$ cat src/rtl/seq_frame_pkg.sv
// Shared types and default sizing for the serial frame matcher.
package seq_frame_pkg;

  typedef enum logic [1:0] {
    ST_IDLE    = 2'd0,
    ST_COLLECT = 2'd1,
    ST_REPORT  = 2'd2
  } state_t;

  localparam int DEF_FRAME_LEN = 6;
  localparam int DEF_CNT_W     = 8;

endpackage

$ cat src/rtl/seq_frame_shift.sv
// Frame shift register plus bit counter; last flags the final bit position of a frame.
module seq_frame_shift
  import seq_frame_pkg::*;
#(
  parameter int FRAME_LEN = DEF_FRAME_LEN
) (
  input  logic                 clk,
  input  logic                 rst,
  input  logic                 clr,
  input  logic                 shift_en,
  input  logic                 bit_in,
  output logic [FRAME_LEN-1:0] frame,
  output logic                 last
);

  localparam int BW = $clog2(FRAME_LEN);
  localparam logic [BW-1:0] LAST_IDX = BW'(FRAME_LEN - 1);

  logic [BW-1:0] bit_cnt;

  // Counter wraps on the final bit so the next frame starts from zero.
  always_ff @(posedge clk) begin
    if (rst || clr) begin
      bit_cnt <= '0;
      frame   <= '0;
    end else if (shift_en) begin
      frame   <= {frame[FRAME_LEN-2:0], bit_in};
      bit_cnt <= last ? '0 : bit_cnt + 1'b1;
    end
  end

  assign last = (bit_cnt == LAST_IDX);

endmodule

$ cat src/rtl/seq_frame_ctrl.sv
// Serial frame matcher: collects FRAME_LEN-bit frames and pulses match/not_match.
// Optional matched-frame counter enabled by defining SEQ_CNT_EN.
module seq_frame_ctrl
  import seq_frame_pkg::*;
#(
  parameter int FRAME_LEN = DEF_FRAME_LEN,
  parameter int CNT_W     = DEF_CNT_W
) (
  input  logic                 clk,
  input  logic                 rst,
  input  logic                 start,
  input  logic                 stop,
  input  logic [FRAME_LEN-1:0] cfg_pattern,
  input  logic                 data_valid,
  input  logic                 data,
  output logic                 ready,
  output logic                 busy,
  output logic                 match,
  output logic                 not_match
`ifdef SEQ_CNT_EN
  ,
  output logic [CNT_W-1:0]     match_cnt
`endif
);

  if (FRAME_LEN < 2 || FRAME_LEN > 16) begin : g_bad_len
    $error("FRAME_LEN out of range");
  end
  if (CNT_W < 1) begin : g_bad_cnt
    $error("CNT_W must be positive");
  end

  state_t                 state, state_nxt;
  logic [FRAME_LEN-1:0]   pattern;
  logic [FRAME_LEN-1:0]   frame;
  logic [FRAME_LEN-1:0]   frame_cand;
  logic                   last;
  logic                   accept;
  logic                   start_ok;
  logic                   frame_done;
  logic                   frame_eq;

  seq_frame_shift #(.FRAME_LEN(FRAME_LEN)) u_shift (
    .clk      (clk),
    .rst      (rst),
    .clr      (start_ok | stop),
    .shift_en (accept),
    .bit_in   (data),
    .frame    (frame),
    .last     (last)
  );

  // The completed frame is judged on the bit arriving this cycle, so the
  // pulse lands exactly one cycle after the final bit.
  assign frame_cand = {frame[FRAME_LEN-2:0], data};
  assign frame_eq   = (frame_cand == pattern);

  always_comb begin
    state_nxt  = state;
    accept     = 1'b0;
    start_ok   = 1'b0;
    frame_done = 1'b0;
    case (state)
      ST_IDLE: begin
        if (start && !stop) begin
          start_ok  = 1'b1;
          state_nxt = ST_COLLECT;
        end
      end
      ST_COLLECT: begin
        accept = data_valid && !stop;
        if (accept && last) begin
          frame_done = 1'b1;
          state_nxt  = ST_REPORT;
        end
      end
      ST_REPORT: state_nxt = ST_COLLECT;
      default:   state_nxt = ST_IDLE;
    endcase
    if (stop) state_nxt = ST_IDLE;
  end

  always_ff @(posedge clk) begin
    if (rst) begin
      state     <= ST_IDLE;
      pattern   <= '0;
      ready     <= 1'b0;
      busy      <= 1'b0;
      match     <= 1'b0;
      not_match <= 1'b0;
    end else begin
      state     <= state_nxt;
      ready     <= (state_nxt == ST_COLLECT);
      busy      <= (state_nxt != ST_IDLE);
      match     <= frame_done && frame_eq;
      not_match <= frame_done && !frame_eq;
      if (start_ok) pattern <= cfg_pattern;
    end
  end

`ifdef SEQ_CNT_EN
  function automatic logic [CNT_W-1:0] sat_inc(input logic [CNT_W-1:0] v);
    return (&v) ? v : v + 1'b1;
  endfunction

  always_ff @(posedge clk) begin
    if (rst || start_ok) begin
      match_cnt <= '0;
    end else if (frame_done && frame_eq) begin
      match_cnt <= sat_inc(match_cnt);
    end
  end
`endif

endmodule

$ cat config.mk
export PLATFORM = sky130hd
export DESIGN_NAME = seq_frame_ctrl
export DESIGN_NICKNAME = d
export VERILOG_FILES = /design/src/rtl/seq_frame_pkg.sv /design/src/rtl/seq_frame_shift.sv /design/src/rtl/seq_frame_ctrl.sv
export SDC_FILE = /design/constraint.sdc
export NUM_CORES = 1
export LEC_CHECK = 0
export ABC_CLOCK_PERIOD_IN_PS = 3600
export BUFFER_PORTS_ARGS = -buffer_cell sky130_fd_sc_hd__buf_2
export CORE_MARGIN = 5
export CORE_UTILIZATION = 55
export CTS_CLUSTER_DIAMETER = 30
export CTS_CLUSTER_SIZE = 28
export DETAILED_ROUTE_END_ITERATION = 8
export HOLD_SLACK_MARGIN = 0.06
export PLACE_DENSITY = 0.76
export SYNTH_ARGS = -nofsm -noshare
export SYNTH_HDL_FRONTEND = slang
export SYNTH_HIERARCHICAL = 1
export SYNTH_SLANG_ARGS = --single-unit
export TNS_END_PERCENT = 10
$ cat constraint.sdc
create_clock -name clk -period 3.6 [get_ports clk]
set_input_delay 0.54 -clock clk [delete_from_list [all_inputs] [get_ports clk]]
set_output_delay 0.54 -clock clk [all_outputs]
set_load 0.05 [all_outputs]
Word level (Yosys, flattened, before mapping)
Index checks and enable logic that the tools add are counted.
{ "word_totals": {"register_bits": 20, "word_cells": 35} }
{ "classes": {"addsub": 1, "n_eq_ne": 5, "n_mux": 10, "n_bitwise": 1, "n_reduce_logical": 10} }
{ "op_table": {"columns": ["op", "count"], "rows": [
  ["$eq A6 B6 Y1", 1],
  ["$mux W2", 3],
  ["$pmux W2 S3", 1],
  ["$logic_and A1 B1 Y1", 5],
  ["$mux W1", 5],
  ["$eq A2 B1 Y1 const B", 2],
  ["$add A3 B1 Y3 const B", 1],
  ["$eq A3 B3 Y1 const B", 1],
  ["$mux W3", 1],
  ["$eq A2 B2 Y1 const B", 1],
  ["$logic_not A1 Y1", 2],
  ["$logic_not A2 Y1", 1],
  ["$reduce_bool A2 Y1", 1],
  ["$logic_or A1 B1 Y1", 1],
  ["$or A1 B1 Y1", 1]
]} }

Longest topological paths before layout
Gate-level depths: netlist (run 1).
{ "logic_depth": {"word_depth": 7, "ltp_mapped": 5, "depth_no_buf": 4} }

By module
Netlist (run 1), hierarchy kept.
{ "by_module_without_submodules": {"columns": ["mod", "n_inst", "cells_per_inst", "area_each_um2", "seq_area_each_um2"], "rows": [
  ["seq_frame_ctrl", 1, 46, 504.2, 240.2],
  ["seq_frame_shift", 1, 34, 369.1, 180.2]
]} }

Worst setup path before layout (run 1)
No wires, ideal clock.
{ "synth_path": {"path_type": "input to register", "from": "input stop", "to": "register pattern[0]", "setup_time_ns": 0.114, "arrival_time_ns": 1.282, "setup_slack_ns": 2.203, "path_stages": 3, "cell_sequence": "nor4b_4 -> mux2i_1 -> nor2_1"} }
{ "synth_via": {"elab_chain_cells": 4} }
{ "synth_rtl": {"columns": ["element", "line", "text"], "rows": [
  ["start: declaration", "seq_frame_ctrl.sv:12", "input logic stop,"],
  ["$logic_not A1 Y1", "seq_frame_ctrl.sv:65", "if (start && !stop) begin"],
  ["$logic_and A1 B1 Y1", "seq_frame_ctrl.sv:65", null],
  ["$mux W1", "seq_frame_ctrl.sv:65", null],
  ["$mux W1", "seq_frame_ctrl.sv:63", "case (state)"],
  ["end signal: assignment", "seq_frame_ctrl.sv:97", "if (start_ok) pattern <= cfg_pattern;"],
  ["end: declaration", "seq_frame_ctrl.sv:34", "logic [FRAME_LEN-1:0] pattern;"]
]} }
No other way between the ends.
A chain may end at the register's enable or synchronous reset.

Final worst setup path (run 1)
{ "layout_path": {"from": "register match", "to": "output match"} }
{ "layout_lines": {"columns": ["element", "line", "text"], "rows": [
  ["start: declaration", "seq_frame_ctrl.sv:18", "output logic match,"],
  ["start signal: assignment", "seq_frame_ctrl.sv:95", "match <= frame_done && frame_eq;"]
]} }
No word-level cell between the ends.

==> results of run 1 <==
layer usage:
layer	vias up	global-route usage, %	share of wire [%]
met5	-	0	0
met4	0	5.38	0
met3	0	4.28	6.1
met2	13	18.5	45
met1	261	17.0	49
li1	299	-	-
sequential cells by signal (all words and copies together) (netlist names):
register and cells:
not_match 1, pattern 6, ready 1, u_shift/bit_cnt 3, match 1, busy 1, u_shift/frame 5, state 2
where the power goes:
part / internal (mW) / switching, mW
clock network: 0.112 / 0.0683
logic: 0.0166 / 0.0188
registers: 0.226 / 0.00369
total: 0.355 / 0.0907
worst paths after layout:
kind	start	endpoint	slack, ps	cells after the start
max	match$_SDFF_PP0_	match	2180	1
min	cfg_pattern[1]	pattern[1]$_SDFFE_PP0P_	470	3
max reg2reg	state[0]$_SDFF_PP0_	pattern[3]$_SDFFE_PP0P_	2200	3
min reg2reg	pattern[0]$_SDFFE_PP0P_	pattern[0]$_SDFFE_PP0P_	530	2
tightest hold or removal path: cells and delay by family:
family / cells / cell delay [ps]
buffers and inverters: 1 / 80
AND/OR/NAND/NOR: 1 / 70
multiplexers: 1 / 50
cell usage in the layout (no fill, tap or decap):
cell,instances
a2111oi_2,1
a21bo_1,2
a21o_1,1
a21oi_2,2
and2_1,2
and2_2,1
buf_2,15
bufinv_16,1
clkbuf_4,3
dfxtp_1,20
inv_1,1
mux2i_1,11
nand2_1,2
nand4_1,1
nand4b_1,3
nand4bb_1,1
nor2_1,14
nor3_1,2
nor3b_1,1
nor4b_4,1
o21ba_2,1
or2_1,1
xnor2_1,7
layout make-up:
cell class                      count  share of cell area [%]
Clock buffer                        3                    2.33
Clock inverter                      1                    3.11
Tap cell                           16                    2.08
Inverter                            1                   0.389
Timing Repair Buffer               15                    7.78
Sequential cell                    20                    41.5
Multi-Input combinational cell     54                    42.8
through the flow:
stage | hold slack (ps) | worst slack, ps | area [um2] | cells | power (mW)
global placement | 502 | 1920 | 912 | 106 | 0.269
finish | 474 | 2180 | 965 | 110 | 0.446
floorplan | 482 | 2200 | 840 | 77 | 0.259
detailed placement | 508 | 1910 | 912 | 106 | 0.270
CTS | 461 | 2160 | 965 | 110 | 0.450
global route | 480 | 2080 | 965 | 110 | 0.470
==> results.py, run 1 <==
metrics = {
    "placement": {
        "dp_hpwl_um": 1040,
        "gp_congestion": 0.721,
        "port-buffer-count": 15,
    },
    "sta": {
        "max_slew.worst_pin.slew_ps": 592,
        "rsz0062_at_grt": "no",
        "fmax_mhz": 703,
        "finalClockSkew_ps": 1.08,
        "tns_ps": 0,
        "maxSlewHeadroom_pct": 60.3,
        "finalCritPeriodShare_pct": 39.5,
        "setup_violations": 0,
        "period_needed_ps": 1420,
        "drv_slew": 0,
        "finalHoldViolCount": 0,
    },
    "detailed_routing": {
        "drc": 0,
        "drt_iter0_drc": 7,
        "drtPass1Iterations": 4,
        "wl_per_cell_um": 12.8,
        "viasPerCell": 5.21,
        "ant_nets": 0,
        "vias": 573,
        "wl_um": 1410,
    },
    "power": {
        "power_density_nw_per_um2": 462,
        "p_leak_nw": 0.368,
        "vdd_ir_drop_max_uv": 396,
    },
    "worst_setup_path": {
        "cp_num_buf_inv": 1,
        "crit_chain": "buf_2",
        "critPathTopFamily": "flip-flops",
        "end_kind": "output pin",
        "required_ps": 3060,
        "cp_slowest_cell": "dfxtp_1",
        "critPathMaxFanout": 1,
        "crit_type": "register to output pin",
        "arrival_ps": 880,
        "crit_path_start_kind": "register",
        "slowest_delay_ps": 330,
    },
    "layout": {
        "antennaDiodeCount": 0,
        "nNetsFinal": 107,
        "syn_to_final_growth_pct": 14.9,
        "drive_above_1_share_pct": 26.6,
        "fillers": 129,
        "seq_area_um2": 400,
        "final_util_pct": 65.6,
        "multi_input_area_um2": 413,
    },
    "yosys": {
        "ys_warn_count": 6,
        "avgSynthCellArea_um2": 10.9,
        "syn-num-nets": 89,
        "syn_area_um2": 840,
        "post_synth_inst_count": 77,
    },
    "flow_run": {
        "cap_violations": 0,
    },
    "run_status": {
        "run_status": "completed",
    },
    "grt": {
        "grt_pass1_wl_um": 2440,
        "grt_max_degree": 13,
        "overflow": 0,
        "antenna_found_initial": 0,
        "grt_pass1_vias": 564,
        "track_usage_pct": 12.7,
    },
    "floorplan": {
        "fp-row-count": 14,
        "core-area_um2": 1470,
        "start_util_pct": 57.1,
        "io_pins": 16,
        "die-width_um": 49.1,
        "die_h_um": 49.1,
        "dieArea_um2": 2410,
    },
    "clocking": {
        "cts_tree": "built",
        "cts_max_level": 1,
        "clk_latency_ps": 290,
        "cts_hold_buf": 0,
        "clockRootBuffer": "clkbuf_4",
        "cts_sinks": 20,
        "cts_resized": 0,
        "cts_made_buffers": 3,
        "postCtsSetupBuffers": 0,
        "clock_path_buffers": 2,
        "path_clk_slew_ps": 110,
    },
    "hold_path": {
        "hold_class": "primary input to register",
    },
}
Power figures use the tool's default switching activity.
==> inputs of run 2 (changes only) <==
--- a/config.mk
+++ b/config.mk
@@ -5,15 +5,15 @@
 export SDC_FILE = /design/constraint.sdc
 export NUM_CORES = 1
 export LEC_CHECK = 0
-export ABC_CLOCK_PERIOD_IN_PS = 3600
+export ABC_CLOCK_PERIOD_IN_PS = 1300
 export BUFFER_PORTS_ARGS = -buffer_cell sky130_fd_sc_hd__buf_2
 export CORE_MARGIN = 5
-export CORE_UTILIZATION = 55
+export CORE_UTILIZATION = 47
 export CTS_CLUSTER_DIAMETER = 30
 export CTS_CLUSTER_SIZE = 28
 export DETAILED_ROUTE_END_ITERATION = 8
 export HOLD_SLACK_MARGIN = 0.06
-export PLACE_DENSITY = 0.76
+export PLACE_DENSITY = 0.69
 export SYNTH_ARGS = -nofsm -noshare
 export SYNTH_HDL_FRONTEND = slang
 export SYNTH_HIERARCHICAL = 1
==> constraint.sdc (replaced) <==
create_clock -name clk -period 1.3 [get_ports clk]
set_input_delay 0.195 -clock clk [delete_from_list [all_inputs] [get_ports clk]]
set_output_delay 0.195 -clock clk [all_outputs]
set_load 0.05 [all_outputs]
==> run 2 against run 1 <==
Die area up 13%. Via count up 1.4%. Core utilization down 7.8 points. Cell count up 10%. Non-clock buffer count up 3. Largest cell class unchanged.
==> results.py, run 2 (synthesis results as in run 1) <==
metrics = {
    "detailed_routing": {
        "wl_per_cell_um": 11.7,
        "drtPass1Iterations": 3,
        "viasPerCell": 4.80,
        "wl_um": 1420,
        "ant_nets": 0,
        "drc": 0,
        "vias": 581,
        "drt_iter0_drc": 4,
    },
    "hold_path": {
        "hold_class": "primary input to register",
        "hold_end": "pattern[1]$_SDFFE_PP0P_",
        "hold_start": "cfg_pattern[1]",
        "hold_path_depth": 3,
    },
    "sta": {
        "finalClockSkew_ps": 1.71,
        "finalCritPeriodShare_pct": 94.8,
        "setup_violations": 0,
        "finalWorstSetupSlack_ps": 68.1,
        "period_needed_ps": 1230,
        "finalHoldViolCount": 0,
        "maxSlewHeadroom_pct": 78.3,
        "fmax_mhz": 812,
        "drv_slew": 0,
        "rsz0062_at_grt": "yes",
        "max_slew.worst_pin.slew_ps": 325,
    },
    "worst_setup_path": {
        "required_ps": 1490,
        "regToRegStartpoint": "state[1]$_SDFF_PP0_",
        "critPathTopFamily": "flip-flops",
        "cp_num_buf_inv": 2,
        "rrSetupSlack_ps": 70,
        "crit_chain": "buf_6, nor4b_4, buf_6, mux2i_1, nor2_1",
        "slowest_delay_ps": 350,
        "cp_slowest_cell": "dfxtp_2",
        "cpMostUsedCell": "buf_6",
        "r2r_cells": 5,
        "r2r_end": "pattern[3]$_SDFFE_PP0P_",
        "crit_type": "register to register",
        "arrival_ps": 1430,
        "crit_path_start_kind": "register",
        "end_kind": "register",
        "critPathMaxFanout": 6,
        "critPathLaunch": "state[1]$_SDFF_PP0_",
    },
    "grt": {
        "overflow": 0,
        "grt_pass1_wl_um": 2350,
        "track_usage_pct": 12.3,
        "grt_pass1_vias": 562,
        "grt_max_degree": 11,
        "antenna_found_initial": 0,
    },
    "layout": {
        "seq_area_um2": 403,
        "final_common_cell": "dfxtp_1",
        "finalInstanceArea_um2": 987,
        "top_regs": "pattern (6), u_shift/frame (5), u_shift/bit_cnt (3)",
        "antennaDiodeCount": 0,
        "drive_above_1_share_pct": 32.3,
        "fillers": 158,
        "multi_input_area_um2": 422,
        "regMostFlops": "pattern",
        "syn_to_final_growth_pct": 17.6,
        "layout_common_cells": "dfxtp_1 (18), buf_2 (15), nor2_1 (14)",
        "largest_reg_flops": 6,
        "nNetsFinal": 110,
    },
    "run_status": {
        "run_status": "completed",
    },
    "power": {
        "power_density_nw_per_um2": 1040,
        "p_sw_share_pct": 23.3,
        "p_comb_share_pct": 10.4,
        "p_total_mw": 1.03,
        "p_leak_nw": 0.376,
        "vdd_ir_drop_max_uv": 614,
        "internal-power_mw": 0.787,
        "clkPwrFrac_pct": 27.6,
        "power_frac_seq_pct": 62.0,
        "netSwitchingPower_mw": 0.240,
    },
    "clocking": {
        "clk_latency_ps": 290,
        "clock_path_buffers": 2,
        "cts_max_level": 1,
        "cts_hold_buf": 0,
        "cts_tree": "built",
        "path_clk_slew_ps": 100,
        "cts_sinks": 20,
        "cts_made_buffers": 3,
        "clockRootBuffer": "clkbuf_4",
    },
    "placement": {
        "place_area_um2": 946,
        "port-buffer-count": 15,
        "dp_hpwl_um": 1090,
        "gp_congestion": 0.658,
        "dp_slack_ps": -4.53,
    },
    "floorplan": {
        "core-area_um2": 1710,
        "start_util_pct": 49.2,
        "dieArea_um2": 2730,
        "die_h_um": 52.3,
        "fp-row-count": 15,
        "io_pins": 16,
        "die-width_um": 52.3,
    },
    "flow_run": {
        "cap_violations": 0,
    },
}
==> run 2: metrics by stage <==
stage | cells | TNS (ps) | util [%] | hold slack (ps)
finish | 121 | 0 | 57.8 | 130
global route | 121 | -34.8 | 57.8 | 112
CTS | 121 | 0 | 56.8 | 122
detailed placement | 118 | -4.53 | 55.4 | 439
global placement | 118 | 0 | 55.4 | 429
floorplan | 77 | 0 | - | 267
==> run 2: worst max path at each step <==
| stage | slack [ps] | to | cells past startpoint |
|---|---|---|---|
| 4_1_cts | 20 | pattern[4]$_SDFFE_PP0P_ | 5 |
| 6_report | 70 | pattern[3]$_SDFFE_PP0P_ | 5 |
| 3_3_place_gp | 30 | u_shift/frame[4]$_SDFFE_PP0P_ | 4 |
| 2_1_floorplan | 70 | pattern[0]$_SDFFE_PP0P_ | 3 |
| 5_1_grt | -20 | pattern[3]$_SDFFE_PP0P_ | 5 |
| 3_5_place_dp | -5 | u_shift/frame[0]$_SDFFE_PP0P_ | 5 |
==> run 2: power groups by stage <==
stage	registers [mW]	logic, mW	clock network, mW
final	0.637	0.107	0.283
after global routing	0.640	0.117	0.332
after CTS	0.637	0.104	0.297
after detailed placement	0.651	0.103	0
after global placement	0.650	0.101	0
after floorplan	0.659	0.0576	0
==> run 2: layout make-up <==
cell class / count / area share, %
flip-flops and latches: 20 / 40.8
inverters: 1 / 0.380
clock buffers: 3 / 2.28
multi-input cells: 54 / 42.7
well taps: 25 / 3.17
repair buffers: 18 / 10.6
==> run 2: per-layer routing <==
| layer | global-route usage, % | wire length, um | vias up |
|---|---|---|---|
| met5 | 0 | 0 | - |
| met4 | 8.94 | 36 | 0 |
| li1 | - | - | 302 |
| met2 | 18.8 | 645 | 14 |
| met1 | 14.4 | 659 | 261 |
| met3 | 3.70 | 79 | 4 |
==> run 2: repair_timing <==
action,CTS,global route
gates resized for setup,1,6
buffers inserted,0,0
setup endpoints to repair,8,14
==> run 2: worst min-delay path, stage by stage <==
cell and delay, ps:
buf_2 70, mux2i_1 50, nor2_1 70
==> inputs of run 3 (changes only) <==
--- a/config.mk
+++ b/config.mk
@@ -5,15 +5,16 @@
 export SDC_FILE = /design/constraint.sdc
 export NUM_CORES = 1
 export LEC_CHECK = 0
-export ABC_CLOCK_PERIOD_IN_PS = 1300
-export BUFFER_PORTS_ARGS = -buffer_cell sky130_fd_sc_hd__buf_2
+export ABC_CLOCK_PERIOD_IN_PS = 1270
+export CAP_MARGIN = 10
 export CORE_MARGIN = 5
-export CORE_UTILIZATION = 47
+export CORE_UTILIZATION = 55
 export CTS_CLUSTER_DIAMETER = 30
 export CTS_CLUSTER_SIZE = 28
 export DETAILED_ROUTE_END_ITERATION = 8
+export DONT_BUFFER_PORTS = 1
 export HOLD_SLACK_MARGIN = 0.06
-export PLACE_DENSITY = 0.69
+export PLACE_DENSITY = 0.67
 export SYNTH_ARGS = -nofsm -noshare
 export SYNTH_HDL_FRONTEND = slang
 export SYNTH_HIERARCHICAL = 1
==> constraint.sdc (replaced) <==
create_clock -name clk -period 1.27 [get_ports clk]
set_input_delay 0.1905 -clock clk [delete_from_list [all_inputs] [get_ports clk]]
set_output_delay 0.1905 -clock clk [all_outputs]
set_load 0.05 [all_outputs]
==> run 3 against run 2 <==
Sequential cell count unchanged. Fmax is 1.0% lower. First-iteration DRC count increased by 50%. Register-to-register slack worse by 40 ps. Clock skew is 1.0 ps higher. Sequential share of layout area is 0.98 points lower. Hold slack got worse by 35 ps. Non-clock buffer count shrank 6.
==> results.py, run 3 (synthesis results as in run 1) <==
metrics = {
    "layout": {
        "largest_reg_flops": 6,
        "regMostFlops": "pattern",
        "final_util_pct": 69.0,
        "final_cells": 108,
        "final_common_cell": "dfxtp_1",
        "top_regs": "pattern (6), u_shift/frame (5), u_shift/bit_cnt (3)",
        "syn_to_final_growth_pct": 20.9,
        "seq_area_um2": 404,
        "drive_above_1_share_pct": 20.7,
        "antennaDiodeCount": 0,
        "finalInstanceArea_um2": 1010,
        "nNetsFinal": 105,
        "multi_input_area_um2": 430,
        "layout_common_cells": "dfxtp_1 (17), nor2_1 (14), mux2i_1 (10)",
        "fillers": 115,
    },
    "floorplan": {
        "core-area_um2": 1470,
        "fp-row-count": 14,
        "dieArea_um2": 2410,
        "start_util_pct": 57.1,
        "die-width_um": 49.1,
        "io_pins": 16,
        "die_h_um": 49.1,
    },
    "hold_path": {
        "hold_class": "primary input to register",
    },
    "grt": {
        "grt_max_degree": 12,
        "grt_pass1_wl_um": 2550,
        "track_usage_pct": 13.6,
        "antenna_found_initial": 0,
        "overflow": 0,
        "grt_pass1_vias": 570,
    },
    "clocking": {
        "postCtsSetupBuffers": 0,
        "clockRootBuffer": "clkbuf_4",
        "clk_latency_ps": 290,
        "cts_tree": "built",
        "path_clk_slew_ps": 110,
        "cts_made_buffers": 3,
        "cts_max_level": 1,
        "clock_path_buffers": 2,
        "cts_sinks": 20,
    },
    "detailed_routing": {
        "ant_nets": 0,
        "viasPerCell": 5.35,
        "drtPass1Iterations": 3,
        "wl_per_cell_um": 13.8,
        "drc": 0,
        "drt_iter0_drc": 6,
        "vias": 578,
        "wl_um": 1490,
    },
    "worst_setup_path": {
        "arrival_ps": 1430,
        "crit_type": "register to register",
        "critPathMaxFanout": 6,
        "end_kind": "register",
        "required_ps": 1450,
        "crit_path_start_kind": "register",
    },
    "power": {
        "p_leak_nw": 0.358,
        "power_density_nw_per_um2": 1100,
        "vdd_ir_drop_max_uv": 725,
        "p_total_mw": 1.12,
    },
    "sta": {
        "period_needed_ps": 1240,
        "finalCritPeriodShare_pct": 98.0,
        "finalHoldViolCount": 0,
        "setup_violations": 0,
        "tns_ps": 0,
        "finalClockSkew_ps": 2.74,
        "fmax_mhz": 803,
        "maxSlewHeadroom_pct": 68.3,
        "drv_slew": 0,
        "rsz0062_at_grt": "yes",
        "max_slew.worst_pin.slew_ps": 475,
    },
    "placement": {
        "port-buffer-count": 0,
        "place_area_um2": 860,
        "gp_congestion": 0.772,
        "dpl.cell_count": 94,
    },
    "flow_run": {
        "cap_violations": 0,
    },
    "run_status": {
        "run_status": "completed",
    },
}
==> run 3: layout make-up <==
| class | count | share of cell area (%) |
|---|---|---|
| sequential | 20 | 39.8 |
| inverter | 1 | 0.370 |
| timing repair buffer | 12 | 11.8 |
| clock buffer | 4 | 3.58 |
| multi-input combinational | 55 | 42.4 |
| tap | 16 | 1.97 |
==> run 3: final timing paths <==
kind | end | slack [ps] | cells after the start | from
max | pattern[2]$_SDFFE_PP0P_ | 30 | 5 | state[1]$_SDFF_PP0_
max reg2reg | pattern[2]$_SDFFE_PP0P_ | 30 | 5 | state[1]$_SDFF_PP0_
min reg2reg | pattern[4]$_SDFFE_PP0P_ | 520 | 2 | pattern[4]$_SDFFE_PP0P_
min | match$_SDFF_PP0_ | 90 | 3 | data
==> run 3: metrics by stage <==
stage | worst slack (ps) | hold WS, ps
2_1_floorplan | 44.2 | 263
3_3_place_gp | 13.8 | 265
3_5_place_dp | -26.0 | 266
4_1_cts | 0.0934 | 83.0
5_1_grt | -69.3 | 92.1
6_report | 25.2 | 94.9
==> run 3: repair_timing <==
item,4_1_cts,5_1_grt
cloned,0,1
pin swaps,0,2
resized for setup,3,5
hold buffers,9,0
endpoints found under the hold margin,8,0
setup endpoints to repair,10,17
==> run 3: power by group <==
group	internal, mW	leakage [nW]	total, mW	switching, mW
clock	0.175	0.0210	0.356	0.182
sequential	0.641	0.164	0.664	0.0223
combinational	0.0598	0.174	0.0980	0.0382
total	0.876	0.358	1.12	0.242
==> run 3: layer usage <==
metal	routed length, um	GRT usage (%)	vias to the layer above
met5	0	0	-
met4	12	6.73	0
met3	105	4.59	2
met2	672	21.0	15
met1	697	16.6	264
li1	-	-	297
==> run 3: worst max-delay path: stages (launching register included) <==
cell and delay, ps:
dfxtp_2 350, buf_6 130, nor4b_4 220, buf_6 180, mux2i_2 210, nor2_1 50
